### src/rtl/if_fetch_queue.sv
// Fetch stage: owns the PC and a one-outstanding imem read, and buffers {pc, instr} in an FQ_DEPTH queue ahead of decode. Optional perf counters under IF_PERF_CNT_EN.
// Latency: a redirect reaches if_valid after 2 cycles + imem latency; requests go back-to-back while a queue slot stays free.
// Backpressure: decode pops on if_valid & if_ready; a request is only issued with a slot reserved, so a full queue parks fetch in IDLE.
module if_fetch_queue #(
    parameter int              XLEN     = 32,
    parameter int              FQ_DEPTH = 4,
    parameter logic [XLEN-1:0] RESET_PC = 32'h4000_0060
) (
    input  logic            clk,
    input  logic            rst,
    input  logic            redirect_valid,
    input  logic [XLEN-1:0] redirect_target,
    input  logic            redirect_mod2,
    output logic            imem_read,
    output logic [XLEN-1:0] imem_address,
    input  logic            imem_resp,
    input  logic [XLEN-1:0] imem_rdata,
    output logic            if_valid,
    input  logic            if_ready,
    output logic [XLEN-1:0] if_pc,
    output logic [XLEN-1:0] if_instr
`ifdef IF_PERF_CNT_EN
    ,
    output logic [31:0]     perf_stall_cyc,
    output logic [31:0]     perf_full_cyc,
    output logic [31:0]     perf_redirects
`endif
);

    localparam int PW = (FQ_DEPTH > 1) ? $clog2(FQ_DEPTH) : 1;
    localparam int CW = $clog2(FQ_DEPTH) + 1;

    typedef struct packed {
        logic [XLEN-1:0] pc;
        logic [XLEN-1:0] instr;
    } fq_entry_t;

    typedef enum logic [1:0] {
        ST_IDLE,
        ST_WAIT,
        ST_DISCARD
    } state_t;

    state_t          state;
    logic [XLEN-1:0] fetch_pc;
    logic [XLEN-1:0] req_addr;
    logic [PW-1:0]   wr_ptr;
    logic [PW-1:0]   rd_ptr;
    logic [CW-1:0]   count;
    logic [CW-1:0]   count_next;
    fq_entry_t       fq_mem [FQ_DEPTH];

    logic            push;
    logic            pop;
    logic            room_next;
    logic [XLEN-1:0] redirect_tgt;

    assign redirect_tgt = redirect_mod2 ? {redirect_target[XLEN-1:1], 1'b0} : redirect_target;
    assign pop          = (count != '0) && if_ready;
    assign push         = (state == ST_WAIT) && imem_resp;
    assign count_next   = count + CW'(push) - CW'(pop);
    assign room_next    = count_next < CW'(FQ_DEPTH);

    always_ff @(posedge clk) begin
        if (rst) begin
            state     <= ST_IDLE;
            fetch_pc  <= RESET_PC;
            req_addr  <= RESET_PC;
            count     <= '0;
            wr_ptr    <= '0;
            rd_ptr    <= '0;
            imem_read <= 1'b0;
        end else if (redirect_valid) begin
            // Flush wins over any same-cycle push/pop; an in-flight read without
            // its response must still be absorbed, hence DISCARD.
            count    <= '0;
            wr_ptr   <= '0;
            rd_ptr   <= '0;
            fetch_pc <= redirect_tgt;
            if (state == ST_IDLE) begin
                state     <= ST_IDLE;
                imem_read <= 1'b0;
            end else if (imem_resp) begin
                req_addr  <= redirect_tgt;
                state     <= ST_WAIT;
                imem_read <= 1'b1;
            end else begin
                state     <= ST_DISCARD;
                imem_read <= 1'b1;
            end
        end else begin
            count <= count_next;
            if (push) wr_ptr <= wr_ptr + PW'(1);
            if (pop)  rd_ptr <= rd_ptr + PW'(1);
            case (state)
                ST_IDLE: begin
                    if (count < CW'(FQ_DEPTH)) begin
                        req_addr  <= fetch_pc;
                        state     <= ST_WAIT;
                        imem_read <= 1'b1;
                    end
                end
                ST_WAIT: begin
                    if (imem_resp) begin
                        fetch_pc <= req_addr + XLEN'(4);
                        if (room_next) begin
                            req_addr <= req_addr + XLEN'(4);
                        end else begin
                            state     <= ST_IDLE;
                            imem_read <= 1'b0;
                        end
                    end
                end
                ST_DISCARD: begin
                    if (imem_resp) begin
                        req_addr <= fetch_pc;
                        state    <= ST_WAIT;
                    end
                end
                default: begin
                    state     <= ST_IDLE;
                    imem_read <= 1'b0;
                end
            endcase
        end
    end

    // Queue payload carries no reset; occupancy is tracked by count alone.
    always_ff @(posedge clk) begin
        if (push && !redirect_valid && !rst) begin
            fq_mem[wr_ptr] <= fq_entry_t'{pc: req_addr, instr: imem_rdata};
        end
    end

    assign imem_address = req_addr;
    assign if_valid     = (count != '0);
    assign if_pc        = fq_mem[rd_ptr].pc;
    assign if_instr     = fq_mem[rd_ptr].instr;

`ifdef IF_PERF_CNT_EN
    always_ff @(posedge clk) begin
        if (rst) begin
            perf_stall_cyc <= '0;
            perf_full_cyc  <= '0;
            perf_redirects <= '0;
        end else begin
            if ((state != ST_IDLE) && !imem_resp && (perf_stall_cyc != '1))
                perf_stall_cyc <= perf_stall_cyc + 32'd1;
            if ((count == CW'(FQ_DEPTH)) && (perf_full_cyc != '1))
                perf_full_cyc <= perf_full_cyc + 32'd1;
            if (redirect_valid && (perf_redirects != '1))
                perf_redirects <= perf_redirects + 32'd1;
        end
    end
`endif

endmodule
### config.mk
export PLATFORM = sky130hd
export DESIGN_NAME = if_fetch_queue
export DESIGN_NICKNAME = d
export VERILOG_FILES = /design/src/rtl/if_fetch_queue.sv
export SDC_FILE = /design/constraint.sdc
export NUM_CORES = 1
export LEC_CHECK = 0
export CORE_AREA = 2 2 170 214
export DETAILED_ROUTE_END_ITERATION = 6
export DIE_AREA = 0 0 172 216
export SETUP_SLACK_MARGIN = 0.2
export SYNTH_ARGS = -nofsm -noshare
export SYNTH_HDL_FRONTEND = slang
export SYNTH_SLANG_ARGS = --single-unit
### constraint.sdc
create_clock -name clk -period 4.4 [get_ports clk]
set_input_delay 0.44 -clock clk [delete_from_list [all_inputs] [get_ports clk]]
set_output_delay 0.44 -clock clk [all_outputs]
set_load 0.01 [all_outputs]
# Word-level counts from Yosys, hierarchy flattened
# Memories as Yosys holds them, arrays and structs flattened. A register that Yosys moved wholly into a read port is not among the register bits.
# Cells that the tools add are included.
# word_totals
ff_bits,74
ram_bits,256
in_bits,70
output_inout_bits,98
word_cells,74
n_memories,1
# memory_table
memory,words,width,rd,rd_ports_with_merged_regs,write_ports,line_no,text
fq_mem,4,64,1,1,1,51,fq_entry_t fq_mem [FQ_DEPTH];
# op_classes
addsub,5
n_lt_le_gt_ge,2
n_eq_ne,13
muxes,30
n_reduce_logical,16
# ops
op,n
32-bit 2-to-1 mux,10
32-bit case mux with 3 select lines,1
"32-bit by 3-bit adder with 32-bit output, second input constant",1
2-bit 2-to-1 mux,9
"3-bit inequality test, second input constant",4
1-bit 2-to-1 mux,8
"2-bit inequality test, second input constant",4
4-bit AND reduction,2
7-bit AND reduction,1
"3-bit < comparator, second input constant",2
2-bit case mux with 3 select lines,1
"2-bit by 1-bit adder with 2-bit output, second input constant",2
1-bit logical AND,4
"2-bit by 1-bit inequality test with 1-bit output, second input constant",2
2-bit nonzero test,2
4-bit nonzero test,1
3-bit by 1-bit adder with 3-bit output,1
"3-bit by 2-bit inequality test with 1-bit output, second input constant",1
1-bit case mux with 3 select lines,1
3-bit nonzero test,1
3-bit by 1-bit subtractor with 3-bit output,1
"2-bit by 1-bit equality test with 1-bit output, second input constant",1
"2-bit equality test, second input constant",1
1-bit logical NOT,2
3 further kinds,3

# Logic depth before layout (Yosys ltp)
# Gate-level depths: netlist (run 1).
# logic_depth
word_depth,9
ltp_mapped,15
ltp_nobuf,11

# Worst setup path after synthesis (run 1)
# Ideal clock, no wire load.
# synth_timing
path_kind,input to register
from,in redirect_valid
to,"mem fq_mem[0][0] (netlist bit), enable pin"
arrival_time_ns,2.978
required_time_ns,3.971
slack_ns,0.993
stages,5
n_path_buf,3
path_cell_list,buf_2 > buf_1 > nor2_1 > clkbuf_1 > and3_1
# synth_via
elab_chain_cells,5
# synth_lines
element,line_no,text
from (decl),11,"input logic redirect_valid,"
1-bit logical NOT,130,if (push && !redirect_valid && !rst) begin
1-bit logical AND (2 in series),130,
1-bit 2-to-1 mux,130,
1-bit 2-to-1 mux (not written as such),131,"fq_mem[wr_ptr] <= fq_entry_t'{pc: req_addr, instr: imem_rdata};"
to (decl),51,
# No other way between the ends.

# Worst setup path in the final report (run 1)
# layout_timing
from,reg count[1]
to,reg req_addr[30] (netlist: imem_address[30])
# layout_via
elab_chain_cells,6
# layout_lines
element,line_no,text
from (decl),49,logic [CW-1:0] count;
from (signal assigned),92,count <= count_next;
3-bit nonzero test,59,assign pop = (count != '0) && if_ready;
1-bit logical AND,59,
net pop,54,logic pop;
3-bit by 1-bit subtractor with 3-bit output,61,assign count_next = count + CW'(push) - CW'(pop);
3-bit < comparator,62,assign room_next = count_next < CW'(FQ_DEPTH);
3-bit inequality test (no source line),n/a,
7-bit AND reduction (no source line),n/a,
to (signal assigned),84,req_addr <= redirect_tgt;
to (signal assigned),98,req_addr <= fetch_pc;
to (signal assigned),107,req_addr <= req_addr + XLEN'(4);
to (decl),46,logic [XLEN-1:0] req_addr;
# The timed path passes the listed nets, and every way through them passes these cells.
# A chain may end at the register's enable or synchronous reset.

==> impl_metrics.csv, run 1 <==
group,metric,value,unit
synthesis,yosysSeqAreaShare,0.664,
sta,max_freq,308,MHz
power_and_ir_drop,ir_drop,0.234,mV
clocking,cts_inserted_buffers,35,
final_layout,nFillCells,3082,
power_and_ir_drop,internal_power,5380,µW
worst_setup_path,reg2reg_depth,12,
sta,hold_viol_final,0,
worst_setup_path,path_class,"reg -> reg",
routing,wl_met2,16.3,mm
floorplan,start_util,0.396,
worst_setup_path,cp_top_family,"simple AND/OR/NAND/NOR gates",
sta,period_share,0.738,
worst_setup_path,worst-path-stages,12,
synthesis,synth_top_cell_area_share,0.554,
clocking,clkTransAtPathRegs,0.06,ns
worst_setup_path,r2r_slack,1.15,ns
floorplan,fp.dieH,216,µm
final_layout,final_util,0.490,
synthesis,ys.flop_type,"edfxtp_1",
status,outcome,"completed",
sta,slew_violations,0,
global_routing,grt_max_degree,73,
routing,drt-total-wl,33.0,mm
power_and_ir_drop,comb_power_share,0.075,
clocking,cts_tree,"yes",
routing,vias,8701,
floorplan,pin_count,168,
clocking,cts.hold.buffers_added,0,
power_and_ir_drop,power_frac_seq,0.514,
power_and_ir_drop,clkPwrFrac,0.411,
clocking,cts_setup_buffers,0,
final_layout,design_area,17200,µm²
sta,timing.hold.ws,0.343,ns
global_routing,grt_use_total,0.179,
floorplan,fp.dieW,172,µm
routing,met1_length,14.3,mm
worst_setup_path,worstPathRequired,4.80,ns
power_and_ir_drop,p_switching,1530,µW
sta,rsz0062_at_grt,"false",
sta,fin_skew,0.0123,ns
global_routing,gr-total-overflow,0,
clocking,cts_buffer_depth,3,
routing,wl_met3,1.57,mm
worst_setup_path,cp_cell_sequence,"or3_1 > and2_1 > ha_1 > inv_1 > ha_1 > fa_1 > xnor3_1 > nand2_1 > and3_1 > buf_4 > o22ai_1 > a211o_1",
clocking,root_buffer,"clkbuf_16",
routing,dr.pass1.iters,7,
worst_setup_path,worst_setup_path_end_kind,"flop",
floorplan,die_area,37200,µm²
synthesis,synthArstFlopShare,0,
placed_design,place_area,16100,µm²
final_layout,final_nets,1183,
synthesis,syn_avg_cell_area,14.7,µm²
final_layout,drive_gt1_frac,0.143,
global_routing,grt_pass1_wl,50.7,mm
clocking,clkSinkCount,332,
placed_design,hpwl,20.4,mm
clocking,clk_latency,0.51,ns
worst_setup_path,crit_buf_inv,2,
synthesis,synth_cells,945,
worst_setup_path,r2r-end,"imem_address[30]",
synthesis,synth_fp_nets,1025,
job,cap_viol_max_count,0,
worst_setup_path,start_kind,"flop",
worst_setup_path,worstSetupStartpoint,"count[1]",
placed_design,place.gp.congestion,0.813,
synthesis,synth_cell_types,70,
synthesis,ys_top_cells_by_area,"edfxtp_1 (55%), dfxtp_1 (11%), mux4_2 (10%)",
synthesis,synth_edf_count,256,
final_layout,area_delta_synth_final,23.8,%
worst_setup_path,cpPeakStageDelay,0.41,ns
worst_hold_path,hold_class,"in -> reg",
global_routing,grt_antenna_before_repair,0,
sta,worst_pin_slew,1.18,ns
floorplan,core,35100,µm²
worst_setup_path,worstPathMaxFanout,35,
sta,max_slew_margin,0.211,
synthesis,synth-seq-cells,332,
routing,routed_via_density,5.43,
sta,fin_tns_setup,0,ns
power_and_ir_drop,leakage,0.00546,µW
clocking,cts_resized,0,
synthesis,synth_warnings,0,
routing,wl_per_cell,20.6,µm
sta,finalSetupViolations,0,
worst_setup_path,crit_end,"imem_address[30]",
placed_design,port_buffers,167,
worst_setup_path,cpMaxStageDelayCell,"fa_1",
routing,drtIter0Drc,661,
worst_setup_path,r2r_start,"count[1]",
synthesis,synth_area_leader_cell,"edfxtp_1",
floorplan,row_count,77,
routing,highest_layer,"met4",
synthesis,synth_area,13900,µm²
sta,period_needed,3.25,ns
power_and_ir_drop,power_density,402,nW/µm²
power_and_ir_drop,netSwitchingFraction,0.222,
worst_setup_path,crit_top_cell,"ha_1",
clocking,cts-htree-levels,2,
routing,drc,0,
final_layout,diodes,0,
worst_setup_path,cp.arrival,3.65,ns
routing,ant_nets,0,
global_routing,first_global_vias,8713,
-- worst min path at each step --
stage / from / to / slack, ns / depth (start not counted)
after floorplan: fetch_pc[26] / fetch_pc[26] / 0.44 / 2
after global placement: fetch_pc[26] / fetch_pc[26] / 0.45 / 2
after detailed placement: fetch_pc[3] / fetch_pc[3] / 0.47 / 2
after CTS: rst / fetch_pc[18] / 0.33 / 4
after global routing: rst / fetch_pc[18] / 0.37 / 4
final: rst / fetch_pc[18] / 0.34 / 4
-- cells in the mapped netlist, drive strengths merged (11+ instances only) --
cell type / n
a211oi: 11
a21oi: 40
a31oi: 12
buf: 30
clkbuf: 36
dfxtp: 76
edfxtp: 256
inv: 14
mux4: 64
nand2: 65
nand3: 27
nor2: 62
nor3: 27
nor4: 11
o21ai: 48
xnor2: 19
-- state kept, by name, summed over array words and instances, names as in the netlist, named ones only --
signal        flops
count             3
fetch_pc         32
fq_mem          256
imem_address     32
imem_read         1
rd_ptr            2
state             2
wr_ptr            2
-- per-stage QoR --
step	power (µW)	instances	worst slack [ns]
2_1_floorplan	3870	945	0.993
3_3_place_gp	4130	1540	0.898
3_5_place_dp	4140	1540	0.864
4_1_cts	7000	1601	1.11
5_1_grt	7180	1601	0.962
6_report	6910	1601	1.15
-- worst min-delay path: stages --
cell	delay, ns
buf_2	0.10
nor2_2	0.09
o21ai_0	0.10
o22ai_1	0.07
-- metal layers --
metal	track usage	up-vias
met5	0	-
li1	-	4017
met3	0.0312	53
met2	0.304	238
met1	0.233	4393
met4	0.0546	0
-- power by group through the flow --
stage                     combinational, µW  clock, µW  sequential [µW]
after global routing                    568       3040             3570
after CTS                               524       2920             3560
after global placement                  515          0             3620
final                                   518       2840             3550
after floorplan                         282          0             3590
after detailed placement                521          0             3620
-- area by class of cell --
| type | instances | area, µm² | share of cell area |
|---|---|---|---|
| sequential | 332 | 9220 | 0.537 |
| multi-input combinational | 533 | 4320 | 0.252 |
| timing repair buffer | 187 | 1870 | 0.109 |
| clock buffer | 49 | 1020 | 0.0592 |
| tap | 474 | 593 | 0.0345 |
| clock inverter | 12 | 92.6 | 0.00539 |
| inverter | 14 | 52.6 | 0.00306 |
-- cell families after synthesis --
group                      Yosys count  synth area share
AOI/OAI and AO/OA                  180            0.0842
and+or+nand+nor                    252            0.0942
DFF                                332             0.664
xor gates and xnor gates            25            0.0168
muxes                               66             0.105
adders and majority gates           10           0.00956
buffers and inverters               80            0.0260
-- cell usage in the layout (no fill, tap or decap), types with 5 or more instances in the layout --
| master | count |
|---|---|
| clkbuf_1 | 8 |
| nand3_1 | 26 |
| buf_4 | 15 |
| a21oi_1 | 40 |
| nor4_1 | 10 |
| o2bb2ai_1 | 5 |
| a211oi_1 | 11 |
| mux4_2 | 64 |
| nand2b_1 | 8 |
| dfxtp_1 | 74 |
| and4_1 | 6 |
| inv_1 | 14 |
| nor2_1 | 61 |
| nand4_1 | 6 |
| nor2b_1 | 5 |
| o21a_1 | 9 |
| o32ai_1 | 5 |
| clkbuf_16 | 38 |
| o22ai_1 | 9 |
| xor2_1 | 5 |
| nor3_1 | 23 |
| ha_1 | 9 |
| a22o_1 | 5 |
| or3_1 | 8 |
| nand2_1 | 65 |
| and2_1 | 6 |
| clkdlybuf4s50_1 | 165 |
| a222oi_1 | 6 |
| xnor2_1 | 19 |
| edfxtp_1 | 256 |
| buf_12 | 5 |
| o21ai_0 | 47 |
| a31oi_1 | 12 |
Power figures use the tool's default switching activity.
==> run 2, diff against run 1 <==
Clock period 4.4 ns to 2.8 ns, I/O delays scaled along.
==> run 2 against run 1 <==
The flow now finishes with violations (setup timing). Clock-buffer cell count decreased by 5. Non-clock buffer count is 57 higher. Sequential cell count unchanged. Register-to-register slack got worse by 1.2 ns. Fmax up 15%. Clock power increased by 76%.
==> impl_metrics.csv, run 2 (same netlist as run 1, synthesis figures left out) <==
group,metric,value,unit
floorplan,pin_count,168,
routing,wl_met3,2.08,mm
status,violations,"setup timing",
sta,timing.hold.ws,0.296,ns
worst_setup_path,cp_top_family,"simple AND/OR/NAND/NOR gates",
final_layout,drive_gt1_frac,0.219,
worst_setup_path,cp.arrival,3.22,ns
sta,max_slew_margin,0.518,
floorplan,core,35100,µm²
routing,drtIter0Drc,619,
clocking,root_buffer,"clkbuf_16",
power_and_ir_drop,power_frac_seq,0.477,
clocking,cts-htree-levels,2,
placed_design,pre_cts_ws,-0.222,ns
placed_design,port_buffers,167,
routing,vias,8987,
placed_design,place.gp.congestion,0.823,
worst_hold_path,hold_class,"in -> reg",
placed_design,dp.cells,1584,
power_and_ir_drop,leakage,0.00603,µW
global_routing,grt_use_total,0.185,
sta,period_needed,2.82,ns
routing,ant_nets,0,
worst_setup_path,path_class,"reg -> reg",
sta,hold_viol_final,0,
clocking,clkSinkCount,332,
worst_setup_path,worstPathMaxFanout,8,
worst_setup_path,cp_cell_sequence,"or3_4 > and2_4 > ha_4 > inv_2 > ha_4 > fa_2 > xnor3_1 > nand2_2 > and3_4 > buf_8 > buf_6 > o21ai_2 > o2bb2ai_1",
clocking,cts_inserted_buffers,36,
global_routing,gr-total-overflow,0,
worst_setup_path,worstSetupStartpoint,"count[0]",
floorplan,die_area,37200,µm²
power_and_ir_drop,comb_power_share,0.092,
sta,worst_pin_slew,0.720,ns
floorplan,fp.dieH,216,µm
final_layout,layout_commonest_cell,"edfxtp_1",
clocking,cts_tree,"yes",
global_routing,grt_pass1_wl,52.4,mm
worst_setup_path,crit_buf_inv,3,
routing,dr.pass1.iters,5,
routing,highest_layer,"met4",
global_routing,grt_max_degree,73,
routing,routed_via_density,5.41,
worst_hold_path,hp-start,"rst",
sta,rsz0062_at_grt,"true",
floorplan,fp.dieW,172,µm
sta,setup_ws,-0.0155,ns
routing,wl_per_cell,20.5,µm
worst_setup_path,r2r_start,"count[0]",
clocking,cts_buffer_depth,3,
floorplan,start_util,0.396,
global_routing,grt_antenna_before_repair,0,
job,cap_viol_max_count,0,
placed_design,hpwl,21.7,mm
worst_setup_path,cpMaxStageDelayCell,"or3_4",
floorplan,row_count,77,
power_and_ir_drop,power_density,637,nW/µm²
worst_setup_path,worst_setup_path_end_kind,"flop",
power_and_ir_drop,netSwitchingFraction,0.223,
final_layout,area_delta_synth_final,30.9,%
worst_setup_path,start_kind,"flop",
clocking,clkTransAtPathRegs,0.06,ns
sta,finalSetupViolations,3,
final_layout,final_nets,1241,
final_layout,diodes,0,
worst_setup_path,cpPeakStageDelay,0.39,ns
power_and_ir_drop,power.total,11600,µW
routing,wl_met2,16.9,mm
final_layout,nFillCells,3026,
power_and_ir_drop,clkPwrFrac,0.431,
worst_setup_path,crit_top_cell,"ha_4",
final_layout,final_cell_mix,"edfxtp_1 (256), clkdlybuf4s50_1 (128), dfxtp_1 (71)",
sta,max_freq,355,MHz
sta,period_share,1.01,
power_and_ir_drop,internal_power,8990,µW
routing,drc,0,
routing,drt-total-wl,34.1,mm
final_layout,largest_register_ffs,256,
final_layout,largest_register,"fq_mem",
power_and_ir_drop,ir_drop,0.338,mV
sta,fin_skew,0.0152,ns
final_layout,stdcell_count,1662,
status,outcome,"finished, violations left",
power_and_ir_drop,p_switching,2570,µW
routing,met1_length,13.9,mm
global_routing,first_global_vias,9053,
clocking,clk_latency,0.53,ns
sta,slew_violations,0,
worst_setup_path,worstPathRequired,3.21,ns
==> run 2: cell count changes in the layout (fill, tap and decap cells not counted), sizes merged <==
cell           change
clkdlybuf4s50     -37
clkbuf             -5
clkinv             +3
buf               +57
dlymetal6s2s      +13
dlygate4sd2       +24
clkinvlp           +1
bufinv             +5
==> run 2: cell type report <==
class | instances | area, µm² | area share
flip-flops and latches | 332 | 9220 | 0.508
clock inverters | 21 | 268 | 0.0147
multi-input cells | 533 | 4510 | 0.249
inverters | 14 | 52.6 | 0.00289
clock buffers | 44 | 983 | 0.0542
repair buffers | 244 | 2530 | 0.139
well taps | 474 | 593 | 0.0327
==> run 2: power by group through the flow <==
| stage | Clock (µW) | Sequential, µW | Combinational (µW) |
|---|---|---|---|
| 5_1_grt | 5290 | 5530 | 1140 |
| 3_3_place_gp | 0 | 5620 | 955 |
| 2_1_floorplan | 0 | 5640 | 460 |
| 3_5_place_dp | 0 | 5630 | 968 |
| 4_1_cts | 5100 | 5520 | 1020 |
| 6_report | 4990 | 5520 | 1060 |
==> run 2: repair_timing <==
action / in CTS / in global routing
setup endpoints to repair: 85 / 52
hold endpoints to repair: 0 / 0
buffers inserted: 8 / 4
pin swaps: 16 / 21
gates cloned: 1 / 0
hold buffers: 0 / 0
resized for setup: 54 / 40
==> run 2: layer usage <==
metal,track usage,vias to the layer above
li1,-,4125
met1,0.237,4479
met2,0.311,317
met3,0.0332,66
met4,0.0739,0
met5,0,-
==> run 2: path summary, 6_finish.rpt <==
path,endpoint,slack [ns],depth (start not counted)
max,imem_address[27],-0.02,13
min,imem_address[25],0.30,3
max reg2reg,imem_address[27],-0.02,13
min reg2reg,fetch_pc[3],0.48,2
==> run 2: per-stage QoR <==
step | area (µm²) | utilization | setup TNS, ns
CTS | 18000 | 0.513 | 0
global route | 18200 | 0.518 | -1.72
finish | 18200 | 0.518 | -0.0286
global placement | 16600 | 0.473 | -3.93
detailed placement | 16600 | 0.473 | -5.51
floorplan | 14000 | - | 0
==> run 2: tightest hold or removal path: cells and delay by family <==
family / cells / cell delay (ns)
buffers and inverters: 2 / 0.35
AO/OA/AOI/OAI: 1 / 0.13
==> run 3, diff against run 2 <==
Settings changed: HOLD_SLACK_MARGIN set to 0.12.
Clock period 2.8 ns to 2.59 ns, I/O delays scaled along.
==> run 3 against run 2 <==
The run still ends with setup timing left. Critical path depth stayed put. First-iteration DRC count rose by 14%. Sequential cell count did not move. Power grew 5.0%. Die area is the same. Non-clock buffer count up 6. Cell area is 0.67% lower. Clock power is 2% higher. Fmax is 0.33% higher. Register-to-register slack got worse by 0.20 ns.
==> impl_metrics.csv, run 3 (same netlist as run 1, synthesis figures left out) <==
group,metric,value,unit
global_routing,grt_use_total,0.188,
worst_setup_path,path_class,"reg -> reg",
sta,setup_ws,-0.216,ns
clocking,root_buffer,"clkbuf_16",
routing,ant_nets,0,
worst_hold_path,holdPathStages,3,
routing,drc,0,
global_routing,grt_max_degree,73,
floorplan,fp.dieH,216,µm
worst_setup_path,crit_buf_inv,3,
worst_setup_path,worstPathMaxFanout,8,
sta,period_needed,2.81,ns
final_layout,final_nets,1245,
floorplan,die_area,37200,µm²
floorplan,row_count,77,
worst_setup_path,r2r_start,"count[1]",
clocking,cts_buffer_depth,3,
worst_setup_path,cp_cell_sequence,"or3_4 > and2_4 > ha_4 > inv_2 > ha_4 > fa_2 > xnor3_1 > nand2_1 > and3_4 > buf_12 > buf_12 > a21bo_1 > a21oi_2",
final_layout,layout_commonest_cell,"edfxtp_1",
sta,slew_violations,0,
power_and_ir_drop,ir_drop,0.420,mV
sta,fin_tns_setup,-4.13,ns
clocking,cts_inserted_buffers,34,
status,outcome,"finished, violations left",
floorplan,start_util,0.396,
sta,max_freq,356,MHz
routing,routed_via_density,5.43,
floorplan,fp.dieW,172,µm
routing,vias,9030,
worst_setup_path,worst_setup_path_end_kind,"flop",
power_and_ir_drop,power_density,674,nW/µm²
power_and_ir_drop,leakage,0.00598,µW
final_layout,drive_gt1_frac,0.211,
worst_setup_path,start_kind,"flop",
worst_setup_path,cpMaxStageDelayCell,"or3_4",
routing,dr.pass1.iters,5,
sta,finalSetupViolations,33,
sta,period_share,1.08,
worst_hold_path,hold_end,"fetch_pc[0]",
final_layout,stdcell_count,1664,
status,violations,"setup timing",
placed_design,hpwl,21.0,mm
sta,worst_pin_slew,0.857,ns
final_layout,multiInputGateArea,4400,µm²
worst_hold_path,hp-start,"redirect_valid",
final_layout,diodes,0,
clocking,cts-htree-levels,2,
worst_setup_path,reg2reg_depth,13,
placed_design,dp.cells,1581,
final_layout,final_cell_mix,"edfxtp_1 (256), clkdlybuf4s50_1 (101), dfxtp_1 (72)",
clocking,cts_tree,"yes",
placed_design,place.gp.congestion,0.846,
final_layout,seq_area,9220,µm²
sta,rsz0062_at_grt,"true",
clocking,clkTransAtPathRegs,0.06,ns
worst_setup_path,cp_top_family,"simple AND/OR/NAND/NOR gates",
routing,drt-total-wl,34.9,mm
clocking,clkSinkCount,332,
worst_setup_path,r2r_slack,-0.22,ns
floorplan,pin_count,168,
floorplan,core,35100,µm²
sta,max_slew_margin,0.429,
global_routing,grt_pass1_wl,52.9,mm
worst_setup_path,worstPathRequired,3.03,ns
routing,wl_per_cell,21.0,µm
final_layout,nFillCells,3008,
sta,hold_viol_final,0,
clocking,clk_latency,0.52,ns
worst_setup_path,r2r-end,"imem_address[20]",
worst_setup_path,cp.arrival,3.24,ns
global_routing,first_global_vias,8952,
global_routing,grt_antenna_before_repair,0,
worst_setup_path,cpPeakStageDelay,0.38,ns
worst_hold_path,hold_class,"in -> reg",
placed_design,port_buffers,167,
routing,drtIter0Drc,708,
sta,fin_skew,0.0198,ns
clocking,cts.hold.buffers_added,0,
final_layout,largest_register_ffs,256,
job,cap_viol_max_count,0,
global_routing,gr-total-overflow,0,
final_layout,area_delta_synth_final,30.0,%
final_layout,largest_register,"fq_mem",
run 3: changes by cell type in the layout (fill, tap and decap cells not counted), moves of 5 or more:
cell	delta
o21ai_2	-9
dlygate4sd2_1	+5
clkdlybuf4s15_1	+17
clkdlybuf4s50_1	-27
buf_12	-6
buf_2	+15
buf_16	+10
dlymetal6s2s_1	-12
o21ai_1	+6
run 3: final cells by class:
cell class,instances,area share
Timing Repair Buffer,250,0.146
Tap cell,474,0.0329
Clock buffer,46,0.0532
Multi-Input combinational cell,533,0.244
Clock inverter,15,0.0106
Inverter,14,0.00291
Sequential cell,332,0.511
run 3: report_power, final:
part | internal (µW) | switching [µW] | total (µW) | leakage (µW)
Combinational | 555 | 576 | 1130 | 0.00252
Clock | 3090 | 1970 | 5070 | 0.000560
Sequential | 5860 | 95.3 | 5950 | 0.00290
Total | 9500 | 2640 | 12100 | 0.00598
run 3: tightest hold or removal path, stage by stage:
cell	delay, ns
buf_2	0.23
nand3b_1	0.17
a21oi_1	0.06
run 3: worst max path at each step:
| stage | from | endpoint | cells after the start |
|---|---|---|---|
| floorplan | count[1] | imem_address[30] | 12 |
| global placement | imem_resp | imem_address[20] | 14 |
| detailed placement | imem_resp | state[0] | 12 |
| CTS | count[1] | imem_address[20] | 13 |
| global route | count[1] | imem_address[20] | 13 |
| finish | count[1] | imem_address[20] | 13 |
run 3: timing repair:
| item | CTS | global route |
|---|---|---|
| resized for setup | 126 | 35 |
| gates cloned | 8 | 3 |
| endpoints found under the hold margin | 0 | 0 |
| pin swaps | 4 | 9 |
| buffers inserted | 10 | 1 |
| endpoints found under the setup margin | 97 | 74 |
run 3: layer usage:
metal / share of wire / GRT usage / up-vias
met3: 0.061 / 0.0308 / 53
met1: 0.42 / 0.249 / 4525
met5: 0 / 0 / -
met2: 0.50 / 0.319 / 314
li1: - / - / 4138
met4: 0.021 / 0.0521 / 0
run 3: per-stage QoR:
step           area, µm²  hold WS (ns)  total power, µW  worst slack, ns  utilization
3_3_place_gp       16500         0.455             7130           -0.341        0.471
6_report           18000         0.264            12100           -0.216        0.514
3_5_place_dp       16500         0.464             7140           -0.376        0.471
4_1_cts            17900         0.247            12300           -0.191        0.511
5_1_grt            18000         0.295            12600           -0.311        0.514
2_1_floorplan      14000         0.358             6590           -0.147            -
